[src/rtl/tdm_demux.sv]
// Receive-side TDM demultiplexer: collects one word per slot into a shadow buffer
// and releases each complete frame atomically on ch_out with a frame_valid strobe.
module tdm_demux #(
  parameter int CHANNELS = 4,
  parameter int WIDTH    = 8,
  localparam int SW      = $clog2(CHANNELS)
) (
  input  logic                      clk,
  input  logic                      rst,
  input  logic                      en,
  input  logic                      sync,
  input  logic [WIDTH-1:0]          din,
  output logic [CHANNELS*WIDTH-1:0] ch_out,
  output logic                      frame_valid,
  output logic                      locked,
  output logic [SW-1:0]             slot,
  output logic                      sync_err
);

  localparam logic [0:0]    HUNT   = 1'b0;
  localparam logic [0:0]    LOCKED = 1'b1;
  localparam logic [SW-1:0] LAST   = SW'(CHANNELS - 1);

  logic [0:0]       state;
  // The last slot is never stored; it goes straight to ch_out with the shadow.
  logic [WIDTH-1:0] shadow [CHANNELS-1];

  always_ff @(posedge clk) begin
    if (rst) begin
      state       <= HUNT;
      slot        <= '0;
      ch_out      <= '0;
      frame_valid <= 1'b0;
      sync_err    <= 1'b0;
      for (int unsigned k = 0; k < CHANNELS - 1; k++) shadow[k] <= '0;
    end else begin
      frame_valid <= 1'b0;
      sync_err    <= 1'b0;
      if (en) begin
        case (state)
          HUNT: begin
            if (sync) begin
              shadow[0] <= din;
              slot      <= SW'(1);
              state     <= LOCKED;
            end
          end
          default: begin
            if (sync) begin
              // Early sync (including on the last slot) drops the partial frame.
              if (slot != '0) sync_err <= 1'b1;
              shadow[0] <= din;
              slot      <= SW'(1);
            end else if (slot == '0) begin
              sync_err <= 1'b1;
              state    <= HUNT;
            end else if (slot == LAST) begin
              ch_out[(CHANNELS-1)*WIDTH +: WIDTH] <= din;
              for (int unsigned k = 0; k < CHANNELS - 1; k++)
                ch_out[k*WIDTH +: WIDTH] <= shadow[k];
              frame_valid <= 1'b1;
              slot        <= '0;
            end else begin
              shadow[slot] <= din;
              slot         <= slot + SW'(1);
            end
          end
        endcase
      end
    end
  end

  assign locked = (state == LOCKED);

endmodule

[config.mk]
export PLATFORM = sky130hd
export DESIGN_NAME = tdm_demux
export DESIGN_NICKNAME = d
export VERILOG_FILES = /design/src/rtl/tdm_demux.sv
export SDC_FILE = /design/constraint.sdc
export NUM_CORES = 1
export LEC_CHECK = 0
export ABC_CLOCK_PERIOD_IN_PS = 2430
export CAP_MARGIN = 20
export CORE_ASPECT_RATIO = 1.4
export CORE_UTILIZATION = 50
export DETAILED_ROUTE_END_ITERATION = 8
export MAX_ROUTING_LAYER = met4
export PLACE_DENSITY = 0.85
export SYNTH_ARGS = -nofsm -noshare
export SYNTH_HDL_FRONTEND = slang
export SYNTH_SLANG_ARGS = --single-unit
export TNS_END_PERCENT = 10
[constraint.sdc]
create_clock -name clk -period 2.43 [get_ports clk]
set_clock_uncertainty 0.1 [all_clocks]
set_input_delay 0.486 -clock clk [delete_from_list [all_inputs] [get_ports clk]]
set_output_delay 0.486 -clock clk [all_outputs]
set_load 0.02 [all_outputs]
# After elaboration in Yosys (flattened, before gate mapping)
# Memory sizes are Yosys's and may differ from the RTL's. A register that Yosys moved wholly into a read port is not among the register bits.
# Cells that the tools add are included.
dict set report op_classes {
  n_addsub 1
  mul 0
  n_div 0
  order_cmp 0
  n_reduce_logical 8
  shift 0
  eq_ne 2
  n_bitwise 6
  mux 35
}
# operator count
set ops {}
lappend ops {{1-bit two-way mux} 26}
lappend ops {{8-bit two-way mux} 3}
lappend ops {{2-bit two-way mux} 6}
lappend ops {{8-bit OR reduction} 1}
lappend ops {{5-bit AND reduction} 1}
lappend ops {{5-bit OR reduction} 1}
lappend ops {{1-bit NOT} 4}
lappend ops {{2-bit nonzero test} 2}
lappend ops {{3-bit AND reduction} 1}
lappend ops {{3-bit OR reduction} 1}
lappend ops {{2-bit by 1-bit adder with 2-bit output, second input constant} 1}
lappend ops {{2-bit == test, second input constant} 1}
lappend ops {{2-bit zero test} 1}
lappend ops {{2-bit inequality test, second input constant} 1}
lappend ops {{1-bit OR} 2}
dict set report totals {
  out_inout_bits 37
  mem_bits_ro 0
  mem_bits_rw 24
  ff_bits 37
  word_cells 58
  mem_count 1
  in_bits 12
  latch_bits 0
}
# name words word_bits rd rd_ports_with_merged_regs wr line
set mem_list {}
lappend mem_list {shadow 3 8 3 3 3 26} ;# logic [WIDTH-1:0] shadow [CHANNELS-1];

# Longest topological paths before layout
# Gate-level depths: netlist of run 1.
dict set report depth {
  depth_word 10
  ltp_mapped 9
  ltp_nobuf 7
}

# Worst setup path before layout of run 1
# OpenSTA, ideal clock, no wires.
dict set report synth_path {
  path_kind {flip-flop to flip-flop}
  startpoint {register slot[1]}
  endpoint {memory shadow[1][0] (enable)}
  arrival_time_ns 1.516
  path_stages_with_launch 6
  t_required_ns 2.021
  setup_time_ns 0.309
  setup_slack_ns 0.504
  path_buffers 0
  synth_period_minus_slack_ns 1.926
  cell_sequence {dfxtp_1 inv_1 ha_1 nand2_1 nor3_2 or2_2}
}
# element line
set synth_rtl {}
lappend synth_rtl {{start: declaration} 16} ;# output logic [SW-1:0] slot,
lappend synth_rtl {{start signal: assignment} 65} ;# slot <= slot + SW'(1);
lappend synth_rtl {{end: declaration} 26}

# Worst setup path after layout of run 1
dict set report layout_path {
  startpoint {register state (netlist: locked)}
  endpoint {output locked}
}
# element line
set layout_rtl {}
lappend layout_rtl {{start: declaration} 24} ;# logic [0:0] state;
lappend layout_rtl {{start signal: assignment} 30} ;# state <= HUNT;
lappend layout_rtl {{start signal: assignment} 45} ;# state <= LOCKED;
lappend layout_rtl {{start signal: assignment} 56} ;# state <= HUNT;
lappend layout_rtl {{end: declaration} 15} ;# output logic locked,
# No word-level cell between the ends.

==> reports/results.tsv, run 1 <==
metric	value	unit
clock_sinks	61	
crit_end	locked	
synthSimpleGateAreaFrac	0.232	
fp.dieH	83.0	um
r2r_slack	0.52	ns
required	1.84	ns
post_synth_inst_count	227	
finalSetupViolCount	0	
h-tree-depth	3	
die_area	0.00497	sq mm
antenna_found_initial	0	
tightest_slew	0.399	ns
crit_type	flip-flop to primary output	
synth_area_per_cell	10.3	sq um
via_count	1710	
totalPowerFinal	0.00212	W
antenna_cells	0	
power_leakage	1.10	nW
root_buffer	clkbuf_8	
syn_area	0.00234	sq mm
routedWlPerCell	13.0	um
rsz0062_at_grt	false	
maxCapViolCount	0	
path_cells	clkdlybuf4s50_1	
rows	29	
drt_iter0_markers	78	
cts_setup_buffers	0	
slowest_stage	clkdlybuf4s50_1	
synth_warnings	0	
status	completed	
wirelength	4.52	mm
worst_setup_path_end_kind	primary output	
start_kind	flip-flop	
start_util	0.521	
clk_latency	0.33	ns
synth_cell_types	25	
cts_buffer_depth	2	
numCtsBuffers	9	
grt_start_max_net_pins	40	
worstPathArrival	1.55	ns
r2r-start	slot[0]	
core	0.00450	sq mm
synth-seq-cells	61	
r2r_cells	5	
remaining_drc_errors	0	
met2_length	2.31	mm
top_layer	met4	
timing.fmax	468	MHz
grt_pass1_vias	1663	
pin_count	49	
place_ws	0.234	ns
tritoncts	yes	
detail-route-antenna-nets	0	
cp_top_family	buffers and inverters	
hold_viol	0	
synth-compound-area-share	0.0918	
drv_slew	0	
grt_remaining_overflow	0	
die_x	59.9	um
synth_seq_area_share	0.624	
max_stage_delay	0.68	ns
drive_gt1_frac	0.0941	
grt_pass1_wl	7.39	mm
cellPowerDensity	683	mW/mm^2
drt_first_pass_iters	4	
synth_nets	243	
synth_fa_ha_area_frac	0.0214	
clkTransAtPathRegs	0.06	ns
peakVddDrop	0.377	mV
via_per_inst	4.90	
rr_endpoint	shadow[0][1]	
hpwl	3.11	mm
synth_xor_area_frac	0	
wl_met1	1.89	mm
path_max_fanout	11	
synth_top_family_by_area	simple AND/OR/NAND/NOR gates	
hp-class	flip-flop to flip-flop	
wl_met3	182	um
nets	298	
synth_mux_area_frac	0	
syn_to_final_growth	32.7	%
portBuffers	48	
max_slew_margin	0.734	
gp_congestion	0.802	
grtUsageTotal	0.211	
cts_resized	0	
critPathLaunch	locked	
fin_crit	2.14	ns
path_buf_inv	1	
worstSetupPathDepth	1	
post-route-period-util	0.879	
setup_tns	0	ns
ctsHoldBuffers	0	
setup_slack	0.293	ns
==> through the flow <==
stage                     std cells  utilization  area [sq um]  hold WS, ns
after floorplan                 227            -          2340        0.371
after global placement          333        0.645          2900        0.344
after detailed placement        333        0.645          2900        0.348
after CTS                       349        0.691          3110        0.357
after global routing            349        0.691          3110        0.375
final                           349        0.691          3110        0.352
==> cell type report <==
type | instances | area [sq um]
Tap cell | 62 | 77.6
Fill cell | 372 | 1390
Clock inverter | 5 | 76.3
Sequential cell | 61 | 1460
Timing Repair Buffer | 56 | 541
Multi-Input combinational cell | 150 | 808
Clock buffer | 11 | 131
Inverter | 4 | 15.0
==> per-layer routing <==
metal | vias to the layer above | GRT usage
li1 | 869 | -
met1 | 786 | 0.230
met5 | - | -
met2 | 45 | 0.340
met3 | 10 | 0.0343
met4 | 0 | 0.142
==> cell usage after synthesis, drive strengths merged <==
master / n / share of area
edfxtp: 24 / 0.31
nor2: 1 / 0.0016
nor3b: 1 / 0.0032
a21oi: 36 / 0.077
buf: 5 / 0.014
and2: 24 / 0.064
nand4bb: 2 / 0.017
o2111a: 1 / 0.0048
and4: 1 / 0.0037
clkbuf: 7 / 0.011
nand4: 2 / 0.0053
a311oi: 1 / 0.0037
nand2: 67 / 0.11
ha: 4 / 0.021
or2: 3 / 0.0080
nand2b: 1 / 0.0027
nor4b: 1 / 0.010
a21o: 2 / 0.0064
inv: 4 / 0.0064
nor3: 2 / 0.0064
nor2b: 1 / 0.0027
dfxtp: 37 / 0.32
==> how the worst min path moves through the flow <==
stage	startpoint	endpoint	slack (ns)	depth (start not counted)
after floorplan	shadow[0][0]	ch_out[0]	0.37	2
after global placement	ch_out[27]	ch_out[27]	0.34	2
after detailed placement	ch_out[9]	ch_out[9]	0.35	2
after CTS	ch_out[9]	ch_out[9]	0.36	2
after global routing	ch_out[24]	ch_out[24]	0.37	2
final	ch_out[9]	ch_out[9]	0.35	2
==> sequential cells by signal, summed over array words and instances (netlist names) <==
signal and count:
frame_valid 1, shadow 24, slot 2, ch_out 32
sync_err 1, locked 1
==> cell families after synthesis <==
kind of cell,count (synthesis)
flops,61
fa+ha+maj,4
simple gates,106
compound gates,40
buf+inv,16
==> cell usage in the layout (no fill, tap or decap), types with 2 or more instances in the layout <==
| cell type | n |
|---|---|
| nand2_1 | 67 |
| clkdlybuf4s50_1 | 48 |
| dfxtp_1 | 37 |
| a21oi_1 | 36 |
| and2_1 | 24 |
| edfxtp_1 | 24 |
| clkbuf_8 | 9 |
| buf_4 | 8 |
| inv_1 | 4 |
| ha_1 | 4 |
| or2_2 | 3 |
| a21o_1 | 2 |
| nand4_1 | 2 |
| bufinv_16 | 2 |
| clkbuf_1 | 2 |
==> where the power goes <==
group / switching [W] / total, W / internal [W] / leakage (nW)
Combinational: 0.0000491 / 0.0000877 / 0.0000386 / 0.452
Clock: 0.000368 / 0.000940 / 0.000573 / 0.101
Sequential: 0.0000122 / 0.00110 / 0.00108 / 0.549
Power figures use the tool's default switching activity.
==> run 2: changes to the inputs <==
--- a/config.mk
+++ b/config.mk
@@ -11,7 +11,7 @@
 export CORE_UTILIZATION = 50
 export DETAILED_ROUTE_END_ITERATION = 8
 export MAX_ROUTING_LAYER = met4
-export PLACE_DENSITY = 0.85
+export PLACE_DENSITY = 0.74
 export SYNTH_ARGS = -nofsm -noshare
 export SYNTH_HDL_FRONTEND = slang
 export SYNTH_SLANG_ARGS = --single-unit
==> run 2 against run 1 <==
Compared with the run above:
- clock power decreased by 23%
- worst setup slack worse by 0.011 ns
- sequential share of layout area increased by 0.77 points
- first-iteration DRC count decreased by 10%
- final cell count stayed put
- register-to-register slack worse by 0.07 ns
- sequential power hardly changed
- cell area is 1.6% lower
- fmax is 0.51% lower
- global-route usage grew 0.25 points
- combinational power rose by 2%
- critical path type unchanged
- largest power group unchanged
- highest routed layer unchanged
==> reports/results.tsv, run 2 (synthesized netlist as in run 1, its figures left out) <==
metric	value	unit
worstPathArrival	1.56	ns
max_slew_margin	0.666	
grtUsageTotal	0.214	
grt_pass1_vias	1623	
ctsHoldBuffers	0	
worst_setup_path_end_kind	primary output	
numCtsBuffers	9	
tritoncts	yes	
largest_reg_flops	32	
grt_pass1_wl	7.51	mm
detail-route-antenna-nets	0	
totalPowerFinal	0.00191	W
seqPwrFrac	0.574	
fp.dieH	83.0	um
maxCapViolCount	0	
die_area	0.00497	sq mm
hold_viol	0	
h-tree-depth	3	
remaining_drc_errors	0	
rsz0062_at_grt	false	
max_stage_delay	0.68	ns
dpl-instance-area	0.00290	sq mm
routedWlPerCell	13.3	um
use_met2	0.328	
drive_gt1_frac	0.0941	
setup_tns	0	ns
finalSetupViolCount	0	
intPower	0.00148	W
cts_buffer_depth	2	
path_max_fanout	11	
dp.cells	333	
rows	29	
final_area	0.00306	sq mm
required	1.84	ns
hp-start	ch_out[29]	
final_cell_mix	67 x nand2_1, 48 x clkdlybuf4s50_1, 37 x dfxtp_1, 36 x a21oi_1	
hp-class	flip-flop to flip-flop	
fin_crit	2.15	ns
die_x	59.9	um
place_ws	0.158	ns
comb_power_share	0.047	
met1_usage	0.254	
peakVddDrop	0.408	mV
nets	298	
p_sw_frac	0.224	
top_regs	ch_out x32, shadow x24, slot x2	
wirelength	4.64	mm
slowest_stage	clkdlybuf4s50_1	
crit_type	flip-flop to primary output	
path_buf_inv	1	
via_count	1733	
power_leakage	1.08	nW
portBuffers	48	
antenna_found_initial	0	
post-route-period-util	0.884	
clk_latency	0.33	ns
setup_slack	0.282	ns
fill_cells	388	
status	completed	
grt_start_max_net_pins	33	
path_cells	clkdlybuf4s50_1	
layoutNonFillerInstCount	349	
clockPowerShare	0.379	
critPathLaunch	locked	
cts_setup_buffers	0	
grt_remaining_overflow	0	
r2r-start	slot[0]	
hpwl	3.23	mm
core	0.00450	sq mm
tightest_slew	0.500	ns
gp_congestion	0.810	
drv_slew	0	
start_util	0.521	
drt_first_pass_iters	4	
top_register	ch_out	
clock_sinks	61	
cp_top_family	buffers and inverters	
root_buffer	clkbuf_8	
drt_iter0_markers	70	
via_per_inst	4.97	
power.switching	0.000428	W
timing.fmax	466	MHz
start_kind	flip-flop	
cellPowerDensity	623	mW/mm^2
pin_count	49	
grt_use_met3	0.0530	
syn_to_final_growth	30.6	%
antenna_cells	0	
grt.busiest_layer	met2	
cts_resized	0	
clkTransAtPathRegs	0.06	ns
layout_commonest_cell	nand2_1	
run 2: routing by layer:
metal | routed length, um | vias to the layer above
met2 | 2400 | 42
met3 | 155 | 12
met5 | 0 | -
met4 | 122 | 0
met1 | 1960 | 811
li1 | - | 868
run 2: stage by stage:
step           utilization  hold slack (ns)
2_1_floorplan            -            0.371
3_3_place_gp         0.645            0.343
3_5_place_dp         0.645            0.347
4_1_cts              0.680            0.356
5_1_grt              0.680            0.371
6_report             0.680            0.352
run 2: worst paths after layout:
check / to / slack (ns) / cells after the start
worst max register to register: ch_out[18] / 0.45 / 8
worst min-delay path: ch_out[29] / 0.35 / 2
worst max-delay path: locked / 0.28 / 1
worst min register to register: ch_out[29] / 0.35 / 2
run 2: power by group through the flow:
| stage | clock [W] | combinational (W) | sequential [W] |
|---|---|---|---|
| floorplan | 0 | 0.0000428 | 0.00112 |
| global placement | 0 | 0.0000891 | 0.00112 |
| detailed placement | 0 | 0.0000893 | 0.00112 |
| CTS | 0.000734 | 0.0000898 | 0.00110 |
| global route | 0.000786 | 0.0000966 | 0.00110 |
| finish | 0.000722 | 0.0000895 | 0.00110 |
run 2: final cells by class:
type	instances	area, sq um	share of cell area
sequential	61	1460	0.478
multi-input combinational	150	808	0.264
timing repair buffer	56	541	0.177
clock buffer	10	128	0.0417
tap	62	77.6	0.0253
clock inverter	6	30.0	0.00981
inverter	4	15.0	0.00491
==> run 3: changes to the inputs <==
--- a/config.mk
+++ b/config.mk
@@ -5,11 +5,13 @@
 export SDC_FILE = /design/constraint.sdc
 export NUM_CORES = 1
 export LEC_CHECK = 0
-export ABC_CLOCK_PERIOD_IN_PS = 2430
+export ABC_CLOCK_PERIOD_IN_PS = 2200
 export CAP_MARGIN = 20
 export CORE_ASPECT_RATIO = 1.4
 export CORE_UTILIZATION = 50
 export DETAILED_ROUTE_END_ITERATION = 8
+export GPL_ROUTABILITY_DRIVEN = 0
+export HOLD_SLACK_MARGIN = 0.03
 export MAX_ROUTING_LAYER = met4
 export PLACE_DENSITY = 0.74
 export SYNTH_ARGS = -nofsm -noshare
==> constraint.sdc (replaced) <==
create_clock -name clk -period 2.2 [get_ports clk]
set_clock_uncertainty 0.1 [all_clocks]
set_input_delay 0.44 -clock clk [delete_from_list [all_inputs] [get_ports clk]]
set_output_delay 0.44 -clock clk [all_outputs]
set_load 0.02 [all_outputs]
==> run 3 against run 2 <==
Compared with the run above:
- sequential power is 10% higher
- global-route usage is 0.35 points lower
- non-clock buffer count up 3
- critical path type unchanged
==> reports/results.tsv, run 3 (synthesized netlist as in run 1, its figures left out) <==
metric	value	unit
hpwl	3.17	mm
grt_pass1_vias	1666	
timing.fmax	511	MHz
whs	0.352	ns
dp.cells	336	
cts_buffer_depth	2	
core	0.00450	sq mm
ctsHoldBuffers	0	
root_buffer	clkbuf_8	
grt_pass1_wl	7.47	mm
wirelength	4.44	mm
pin_count	49	
cellPowerDensity	720	mW/mm^2
drv_slew	0	
layout_commonest_cell	nand2_1	
start_util	0.521	
hold_viol	0	
remaining_drc_errors	0	
status	completed	
required	1.66	ns
detail-route-antenna-nets	0	
top_regs	ch_out x32, shadow x24, slot x2	
drt_first_pass_iters	4	
hp-class	flip-flop to flip-flop	
start_kind	flip-flop	
max_slew_margin	0.736	
die_x	59.9	um
tritoncts	yes	
clk_latency	0.32	ns
die_area	0.00497	sq mm
antenna_found_initial	0	
drive_gt1_frac	0.100	
cts_setup_buffers	0	
post-route-util	0.693	
fin_crit	1.96	ns
routedWlPerCell	12.6	um
antenna_cells	0	
post-route-period-util	0.890	
grt_start_max_net_pins	21	
peakVddDrop	0.471	mV
path_max_fanout	7	
via_per_inst	4.95	
cts_resized	0	
finalSetupViolCount	0	
layoutNonFillerInstCount	352	
top_register	ch_out	
tightest_slew	0.396	ns
rsz0062_at_grt	false	
drt_iter0_markers	113	
clock_sinks	61	
worst_setup_path_end_kind	primary output	
largest_reg_flops	32	
grt_remaining_overflow	0	
clkTransAtPathRegs	0.06	ns
setup_tns	0	ns
portBuffers	48	
worstPathArrival	1.42	ns
via_count	1741	
grtUsageTotal	0.210	
maxCapViolCount	0	
numCtsBuffers	9	
fp.dieH	83.0	um
h-tree-depth	3	
nets	301	
final_cell_mix	67 x nand2_1, 48 x clkdlybuf4s50_1, 37 x dfxtp_1, 36 x a21oi_1	
rows	29	
syn_to_final_growth	33.0	%
power_leakage	1.11	nW
crit_type	flip-flop to primary output	
[run 3: cell types whose count changed in the layout (fill, tap and decap cells not counted), sizes merged]
cell / change
clkinvlp: -1
clkbuf: +6
buf: +3
clkinv: -5
[run 3: final timing paths]
kind                                 from            to  slack [ns]  cells after the start
worst max register to register    slot[1]  shadow[0][4]        0.34                      5
worst max-delay path              slot[0]       slot[0]        0.24                      2
worst min register to register  ch_out[8]     ch_out[8]        0.35                      2
worst min-delay path            ch_out[8]     ch_out[8]        0.35                      2
[run 3: layout make-up]
cell class	count	area, sq um
Sequential cell	61	1460
Fill cell	366	1380
Multi-Input combinational cell	150	808
Timing Repair Buffer	59	563
Clock buffer	16	191
Tap cell	62	77.6
Inverter	4	15.0
[run 3: through the flow]
step | setup slack [ns] | total power, W | area (sq um)
CTS | 0.228 | 0.00226 | 3120
global route | 0.176 | 0.00232 | 3120
detailed placement | 0.0499 | 0.00134 | 2930
floorplan | 0.274 | 0.00128 | 2340
finish | 0.243 | 0.00224 | 3120
global placement | 0.104 | 0.00134 | 2930
[run 3: critical path, stage by stage, from the launching register on]
cell	delay [ns]
dfxtp_1	0.33
buf_4	0.16
clkdlybuf4s50_1	0.61
[run 3: where the power goes]
| group | internal (W) | switching (W) |
|---|---|---|
| Clock | 0.000542 | 0.000390 |
| Combinational | 0.0000470 | 0.0000594 |
| Sequential | 0.00120 | 0.00000903 |
| Total | 0.00179 | 0.000459 |
[run 3: layer usage]
layer  vias to the layer above  wire (um)  track usage
met5                         -          0            -
met4                         0        121        0.101
met3                        12        165       0.0685
met2                        42       2300        0.325
met1                       813       1860        0.240
li1                        874          -            -
